==> src/rtl/mem_port_arbiter.sv <==
// mem_port_arbiter: shares one unified memory port between the instruction
// fetch requester (I) and the load/store requester (D). Only one transaction
// is outstanding at a time. The response is routed back to the requester that
// owns the transaction, and the core is stalled while any request is pending.
// Optional feature macro: ARB_RESP_TIMEOUT_EN. When it is defined, a WAIT
// state that receives no response for TIMEOUT cycles completes with err=1
// and rdata=0.
module mem_port_arbiter #(
  parameter int unsigned ADDR_WIDTH   = 32,
  parameter int unsigned DATA_WIDTH   = 32,
  parameter int unsigned STARVE_LIMIT = 4,
  parameter int unsigned TIMEOUT      = 15
) (
  input  logic                  clk,
  input  logic                  rst,
  input  logic                  i_req,
  input  logic [ADDR_WIDTH-1:0] i_addr,
  output logic                  i_done,
  output logic [DATA_WIDTH-1:0] i_rdata,
  input  logic                  d_req,
  input  logic [3:0]            d_we,
  input  logic [ADDR_WIDTH-1:0] d_addr,
  input  logic [DATA_WIDTH-1:0] d_wdata,
  output logic                  d_done,
  output logic [DATA_WIDTH-1:0] d_rdata,
  output logic                  mem_req_valid,
  input  logic                  mem_req_ready,
  output logic [ADDR_WIDTH-1:0] mem_addr,
  output logic [3:0]            mem_we,
  output logic [DATA_WIDTH-1:0] mem_wdata,
  input  logic                  mem_resp_valid,
  input  logic [DATA_WIDTH-1:0] mem_rdata,
  output logic                  stall,
  output logic                  err
);

  localparam logic [1:0] ST_IDLE = 2'd0;
  localparam logic [1:0] ST_REQ  = 2'd1;
  localparam logic [1:0] ST_WAIT = 2'd2;

  localparam int unsigned SW = (STARVE_LIMIT < 1) ? 1 : $clog2(STARVE_LIMIT + 1);

  logic [1:0]    state;
  logic          owner_d;     // 1 = D owns the transaction, 0 = I
  logic [SW-1:0] starve_cnt;
  logic          grant_d;
  logic          grant_i;
  logic          resp_fire;
  logic          to_hit;
  logic          done_evt;

`ifdef ARB_RESP_TIMEOUT_EN
  localparam int unsigned TW = ($clog2(TIMEOUT + 1) < 4) ? 4 : $clog2(TIMEOUT + 1);
  logic [TW-1:0] to_cnt;

  // Count cycles spent in WAIT; the count restarts whenever WAIT is left.
  always_ff @(posedge clk or posedge rst) begin
    if (rst) begin
      to_cnt <= '0;
    end else if (state == ST_WAIT && !done_evt) begin
      to_cnt <= to_cnt + 1'b1;
    end else begin
      to_cnt <= '0;
    end
  end

  // Timeout fires on the TIMEOUT-th cycle after entry to WAIT, but only if no
  // response arrives in that cycle.
  assign to_hit = (state == ST_WAIT) && !mem_resp_valid && (to_cnt == TW'(TIMEOUT));
`else
  logic unused_timeout;
  assign unused_timeout = (TIMEOUT != 0);
  assign to_hit         = 1'b0;
`endif

  // D wins arbitration unless I has been passed over STARVE_LIMIT times in a row.
  assign grant_d = (state == ST_IDLE) && d_req &&
                   !(i_req && (starve_cnt == SW'(STARVE_LIMIT)));
  assign grant_i = (state == ST_IDLE) && !grant_d && i_req;

  // A response counts only in WAIT; strays in IDLE/REQ are ignored.
  assign resp_fire = (state == ST_WAIT) && mem_resp_valid;
  assign done_evt  = resp_fire || to_hit;

  // Completion pulses and combinational read-data routing to the owner.
  always_comb begin
    i_done  = done_evt && !owner_d;
    d_done  = done_evt && owner_d;
    i_rdata = '0;
    d_rdata = '0;
    if (resp_fire && !owner_d) i_rdata = mem_rdata;
    if (resp_fire && owner_d)  d_rdata = mem_rdata;
  end

  assign mem_req_valid = (state == ST_REQ);
  assign err           = to_hit;
  assign stall         = (i_req && !i_done) || (d_req && !d_done);

  // Arbitration FSM, request registers and the starvation counter.
  always_ff @(posedge clk or posedge rst) begin
    if (rst) begin
      state      <= ST_IDLE;
      owner_d    <= 1'b0;
      starve_cnt <= '0;
      mem_addr   <= '0;
      mem_we     <= '0;
      mem_wdata  <= '0;
    end else begin
      case (state)
        ST_IDLE: begin
          if (grant_d) begin
            owner_d   <= 1'b1;
            mem_addr  <= d_addr;
            mem_we    <= d_we;
            mem_wdata <= d_wdata;
            state     <= ST_REQ;
            if (!i_req) begin
              starve_cnt <= '0;
            end else if (starve_cnt != SW'(STARVE_LIMIT)) begin
              starve_cnt <= starve_cnt + 1'b1;
            end
          end else if (grant_i) begin
            owner_d    <= 1'b0;
            mem_addr   <= i_addr;
            mem_we     <= 4'h0;
            mem_wdata  <= '0;
            starve_cnt <= '0;
            state      <= ST_REQ;
          end
        end
        ST_REQ: begin
          if (mem_req_ready) state <= ST_WAIT;
        end
        ST_WAIT: begin
          if (done_evt) state <= ST_IDLE;
        end
        default: state <= ST_IDLE;
      endcase
    end
  end

endmodule

==> config.mk <==
export PLATFORM = sky130hd
export DESIGN_NAME = mem_port_arbiter
export DESIGN_NICKNAME = d
export VERILOG_FILES = /design/src/rtl/mem_port_arbiter.sv
export SDC_FILE = /design/constraint.sdc
export NUM_CORES = 1
export LEC_CHECK = 0
export ABC_AREA = 1
export CAP_MARGIN = 5
export CORE_ASPECT_RATIO = 0.5
export CORE_MARGIN = 2
export CORE_UTILIZATION = 39
export CTS_BUF_LIST = sky130_fd_sc_hd__clkbuf_8
export CTS_CLUSTER_DIAMETER = 80
export DETAILED_ROUTE_END_ITERATION = 6
export PLACE_DENSITY = 0.95
export RECOVER_POWER = 25
export SLEW_MARGIN = 20
export SYNTH_ARGS = -nofsm -noshare
export SYNTH_HDL_FRONTEND = slang
export SYNTH_SLANG_ARGS = --single-unit
==> constraint.sdc <==
create_clock -name clk -period 5.8 [get_ports clk]
set_input_delay 1.16 -clock clk [delete_from_list [all_inputs] [get_ports clk]]
set_output_delay 1.16 -clock clk [all_outputs]
set_load 0.05 [all_outputs]
---- Word level (Yosys, flattened, before mapping) ----
Index checks and enable logic that the tools add are counted.
operators by class
  multipliers ............................. 0
  bitwise gates (word level) .............. 0
  multiplexer cells ....................... 19
  div/mod/pow operators ................... 0
  shift-type cells ........................ 0
  order comparisons ....................... 0
  $add $sub $neg .......................... 1
  reductions and logical operators ........ 21
  equality and inequality tests ........... 8
operators with widths
  kind                 number
  $mux 32              6
  $mux 3               4
  $logic_and 1x1->1    10
  $mux 2               4
  $mux 4               2
  $ne 3x3->1 const B   2
  $pmux 2 s3           1
  $reduce_and 3->1     2
  $logic_not 1->1      5
  $add 3x1->3 const B  1
  $eq 3x3->1 const B   1
  $ne 3x2->1 const B   1
  $eq 2x1->1 const B   1
  $eq 2x2->1 const B   1
  $logic_not 2->1      1
  $mux 1               2
  $ne 2x1->1 const B   1
  $ne 2x2->1 const B   1
  $reduce_and 2->1     1
  $reduce_bool 2->1    1
  $logic_or 1x1->1     1
word-level totals
  word-level logic and storage cells ...... 55
  RAM bits ................................ 0
  bits in registers ....................... 74
  bits in latches ......................... 0
  bits of input ports ..................... 138
  output and inout bits ................... 137
  memories ................................ 0
  ROM bits ................................ 0

---- Depth between registers and ports, before layout ----
  depth in word-level cells ............... 10
  gate-level depth with buffers ........... 8
  depth with buffers taken out ............ 7

---- Worst setup path after synthesis ----
Ideal clock, no wire load.
  path kind ............................... input to output
  start point ............................. input mem_resp_valid
  end point ............................... output d_rdata[10]
  stages on the path ...................... 5
  required time ........................... 4.640 ns
  slack ................................... 1.936 ns
  arrival ................................. 2.704 ns
  path through ............................ nand3_1 -> nor2_2 -> inv_2 -> buf_2 -> nor2_1
on the way
  cells in the longest elaborated chain, start to end .. 3
ends and longest elaborated chain
  item               line  text
  start, declared    31    input logic mem_resp_valid,
  $logic_and 1x1->1  82    assign resp_fire = (state == ST_WAIT) && mem_resp_valid;
  $logic_and 1x1->1  -
  via d_done         24    output logic d_done,
  $mux 32            92    if (resp_fire && owner_d) d_rdata = mem_rdata;
  end, declared      25    output logic [DATA_WIDTH-1:0] d_rdata,
The timed path passes the listed nets, and every way through them passes these cells.

---- Final worst setup path ----
  start point ............................. input mem_resp_valid
  end point ............................... output stall
on the way
  cells in the longest elaborated chain, start to end .. 5
ends and longest elaborated chain
  item                                  line    text
  $logic_and 1x1->1 (*)                 82
  $logic_and 1x1->1 (on tied branches)  87, 88
  $logic_not 1->1                       97      assign stall = (i_req && !i_done) || (d_req && !d_done);
  $logic_and 1x1->1                     97
  $logic_or 1x1->1 (*)                  97
  end, declared                         33      output logic stall,
Every way passes the cells marked *; elsewhere a longest branch is shown, timed or not.

==> impl_metrics.tcl <==
set metrics [dict create \
    syn_nets 712 \
    cts.clk_slew.worst_paths_ns 0.08 \
    antenna_cells 0 \
    cp.required_ns 4.64 \
    crit_top_cell "clkdlybuf4s50_1" \
    p_per_area_nw_per_um2 497 \
    hold_class "reg -> reg" \
    synth-compound-area-share_pct 1.29 \
    end_kind "output port" \
    final_area_um2 6890 \
    timing.critical_path.cells "clkdlybuf4s50_1 -> nand3_1 -> nor2_2 -> inv_2 -> nand2_1 -> o21ai_0 -> clkdlybuf4s50_1" \
    fin_skew_ns 0.00855 \
    fp.dieW_um 147 \
    vias 4573 \
    cts_buffers 9 \
    drc 0 \
    cpLargestDelayFamily "buffers and inverters" \
    period_needed_ns 4.36 \
    grt_pass1_vias 4159 \
    cts_num_sinks 74 \
    setup_tns_ns 0 \
    ios 275 \
    slew_headroom_pct -21.7 \
    irDropWorstVdd_uv 275 \
    worstSetupStartpointType "primary input" \
    syn_inst 572 \
    yosysWarningCount 0 \
    cp.arrival_ns 3.20 \
    cts-htree-levels 3 \
    synth_top_family_by_area "simple AND/OR/NAND/NOR gates" \
    synth-seq-cells 74 \
    wire_per_inst_um 13.8 \
    crit_start "mem_resp_valid" \
    wl_um 13400 \
    worstSetupPathType "in -> out" \
    yosysSeqAreaShare_pct 46.5 \
    max_stage_delay_ns 0.85 \
    min_from "mem_addr[14]" \
    worst_path_max_delay_cell "clkdlybuf4s50_1" \
    ctsResizeCount 0 \
    worst-path-buf-inv 3 \
    rsz0062_at_grt "false" \
    final_nets 965 \
    setup_viol 0 \
    die_area_um2 11100 \
    vias_per_cell 4.71 \
    r2r_start "state[1]" \
    port_buffers 273 \
    period_share_pct 75.2 \
    syn_area_um2 3980 \
    core_area_um2 10100 \
    drv_slew 75 \
    hpwl_um 10000 \
    synth-simple-area-share_pct 36.6 \
    root_buffer "clkbuf_8" \
    synth.distinct_cells 23 \
    muxShareOfSynthArea_pct 0 \
    ant_nets 0 \
    leakagePower_nw 3.53 \
    cts_tree "built" \
    grt_max_degree 75 \
    syn_to_final_growth_pct 73.0 \
    place_area_um2 6730 \
    post-cts-setup-buffer-count 0 \
    clock_path_buffers 2 \
    power_mw 3.43 \
    drive_above_1_share_pct 3.01 \
    maxCapViolCount 1 \
    fp-row-count 26 \
    initial_utilization_pct 39.5 \
    die_h_um 75.5 \
    grt-ovfl-total 0 \
    avgSynthCellArea_um2 6.96 \
    grt_pass1_wl_um 20200 \
    gp_congestion 0.872 \
    worstMarginPinSlew_ns 1.83 \
    fill_cells 791 \
    antenna_found_initial 0 \
    synth_fa_ha_area_share_pct 0.628 \
    violations "capacitance limit, slew limit" \
    drtIter0Drc 375 \
    final_common_cell "clkdlybuf4s50_1" \
    first_pass_iters 5 \
    cts_hold_buffers 0 \
    hold_viol_final 0 \
    clk_latency_ns 0.35 \
    status "finished with violations" \
    fmax_mhz 229 \
    grt_usage_pct 22.8 \
    yosys.area_share.xor_xnor_pct 0.220 \
    layout_common_cells "271 x clkdlybuf4s50_1, 211 x nand2_1, 105 x inv_1" \
    crit_fanout 33 \
]
[stage by stage]
step	setup WS (ns)	hold slack (ns)	cells	utilization (%)
after detailed placement	1.42	0.464	954	66.7
after floorplan	1.94	0.509	572	-
after CTS	1.43	0.483	970	68.4
after global routing	1.33	0.509	970	68.3
after global placement	1.47	0.461	954	66.7
final	1.44	0.482	970	68.3
[logic make-up (layout without fill, tap and decap cells)]
kind of cell             Yosys count  after routing
AND/OR/NAND/NOR                  347            347
buffers and inverters            140            398
XOR/XNOR                           1              1
AO/OA/AOI/OAI                      7              7
other                              1              1
flip-flops                        74             74
adder cells (fa/ha/maj)            2              2
[final cells by class]
type / count / area [um^2] / area share, %
multi-input combinational: 358 / 1550 / 22.4
tap: 140 / 175 / 2.54
inverter: 106 / 400 / 5.81
clock buffer: 10 / 138 / 2.00
clock inverter: 6 / 27.5 / 0.399
sequential: 74 / 1850 / 26.9
timing repair buffer: 276 / 2750 / 39.9
[where the power goes]
| part | switching (mW) | leakage, nW | total [mW] | internal, mW |
|---|---|---|---|---|
| registers | 0.132 | 0.929 | 0.884 | 0.751 |
| logic | 1.52 | 2.51 | 2.20 | 0.683 |
| clock network | 0.183 | 0.0973 | 0.344 | 0.160 |
| total | 1.83 | 3.53 | 3.43 | 1.60 |
[synth_stat cells]
master,count,area (um^2)
buf_2,18,90.1
buf_4,9,67.6
clkbuf_1,6,22.5
clkbuf_2,1,5.00
conb_1,1,3.75
dfrtp_1,74,1850
ha_1,2,25.0
inv_1,102,383
inv_2,3,11.3
inv_4,1,6.26
nand2_1,211,792
nand3_1,34,170
nand3_2,1,10.0
nand3_4,1,17.5
nand4_1,32,200
nor2_1,65,244
nor2_2,2,12.5
nor2_4,1,11.3
o21ai_0,3,15.0
o21ai_4,1,16.3
o22ai_1,2,12.5
o31ai_1,1,7.51
xor2_1,1,8.76
[worst reg2reg max path: stages, from the launching register on]
cell,delay (ns)
dfrtp_1,0.45
nor2_4,0.70
o21ai_4,0.11
buf_4,0.39
inv_2,0.55
nand3_1,0.20
nand2_1,0.09
[routing by layer]
metal	part of all wire, %	up-vias	global-route usage, %
li1	-	2201	-
met2	53	186	43.1
met1	39	2152	26.6
met5	0	-	0
met4	2.9	0	8.76
met3	5.5	34	4.67
[state kept, by name, indices dropped and copies added (netlist names)]
signal and cells:
mem_addr 32, mem_wdata 32, mem_we 4, owner_d 1, starve_cnt 3, state 2
[worst paths after layout]
kind,to,slack [ns],depth (start not counted)
max in group asynchronous,mem_wdata[2],2.81,3
min in group asynchronous,mem_wdata[31],1.90,3
worst max-delay path,stall,1.44,7
worst min-delay path,mem_addr[14],0.48,2
worst max register to register,mem_addr[17],3.24,6
worst min register to register,mem_addr[14],0.48,2
(Power assumes the default switching activity.)
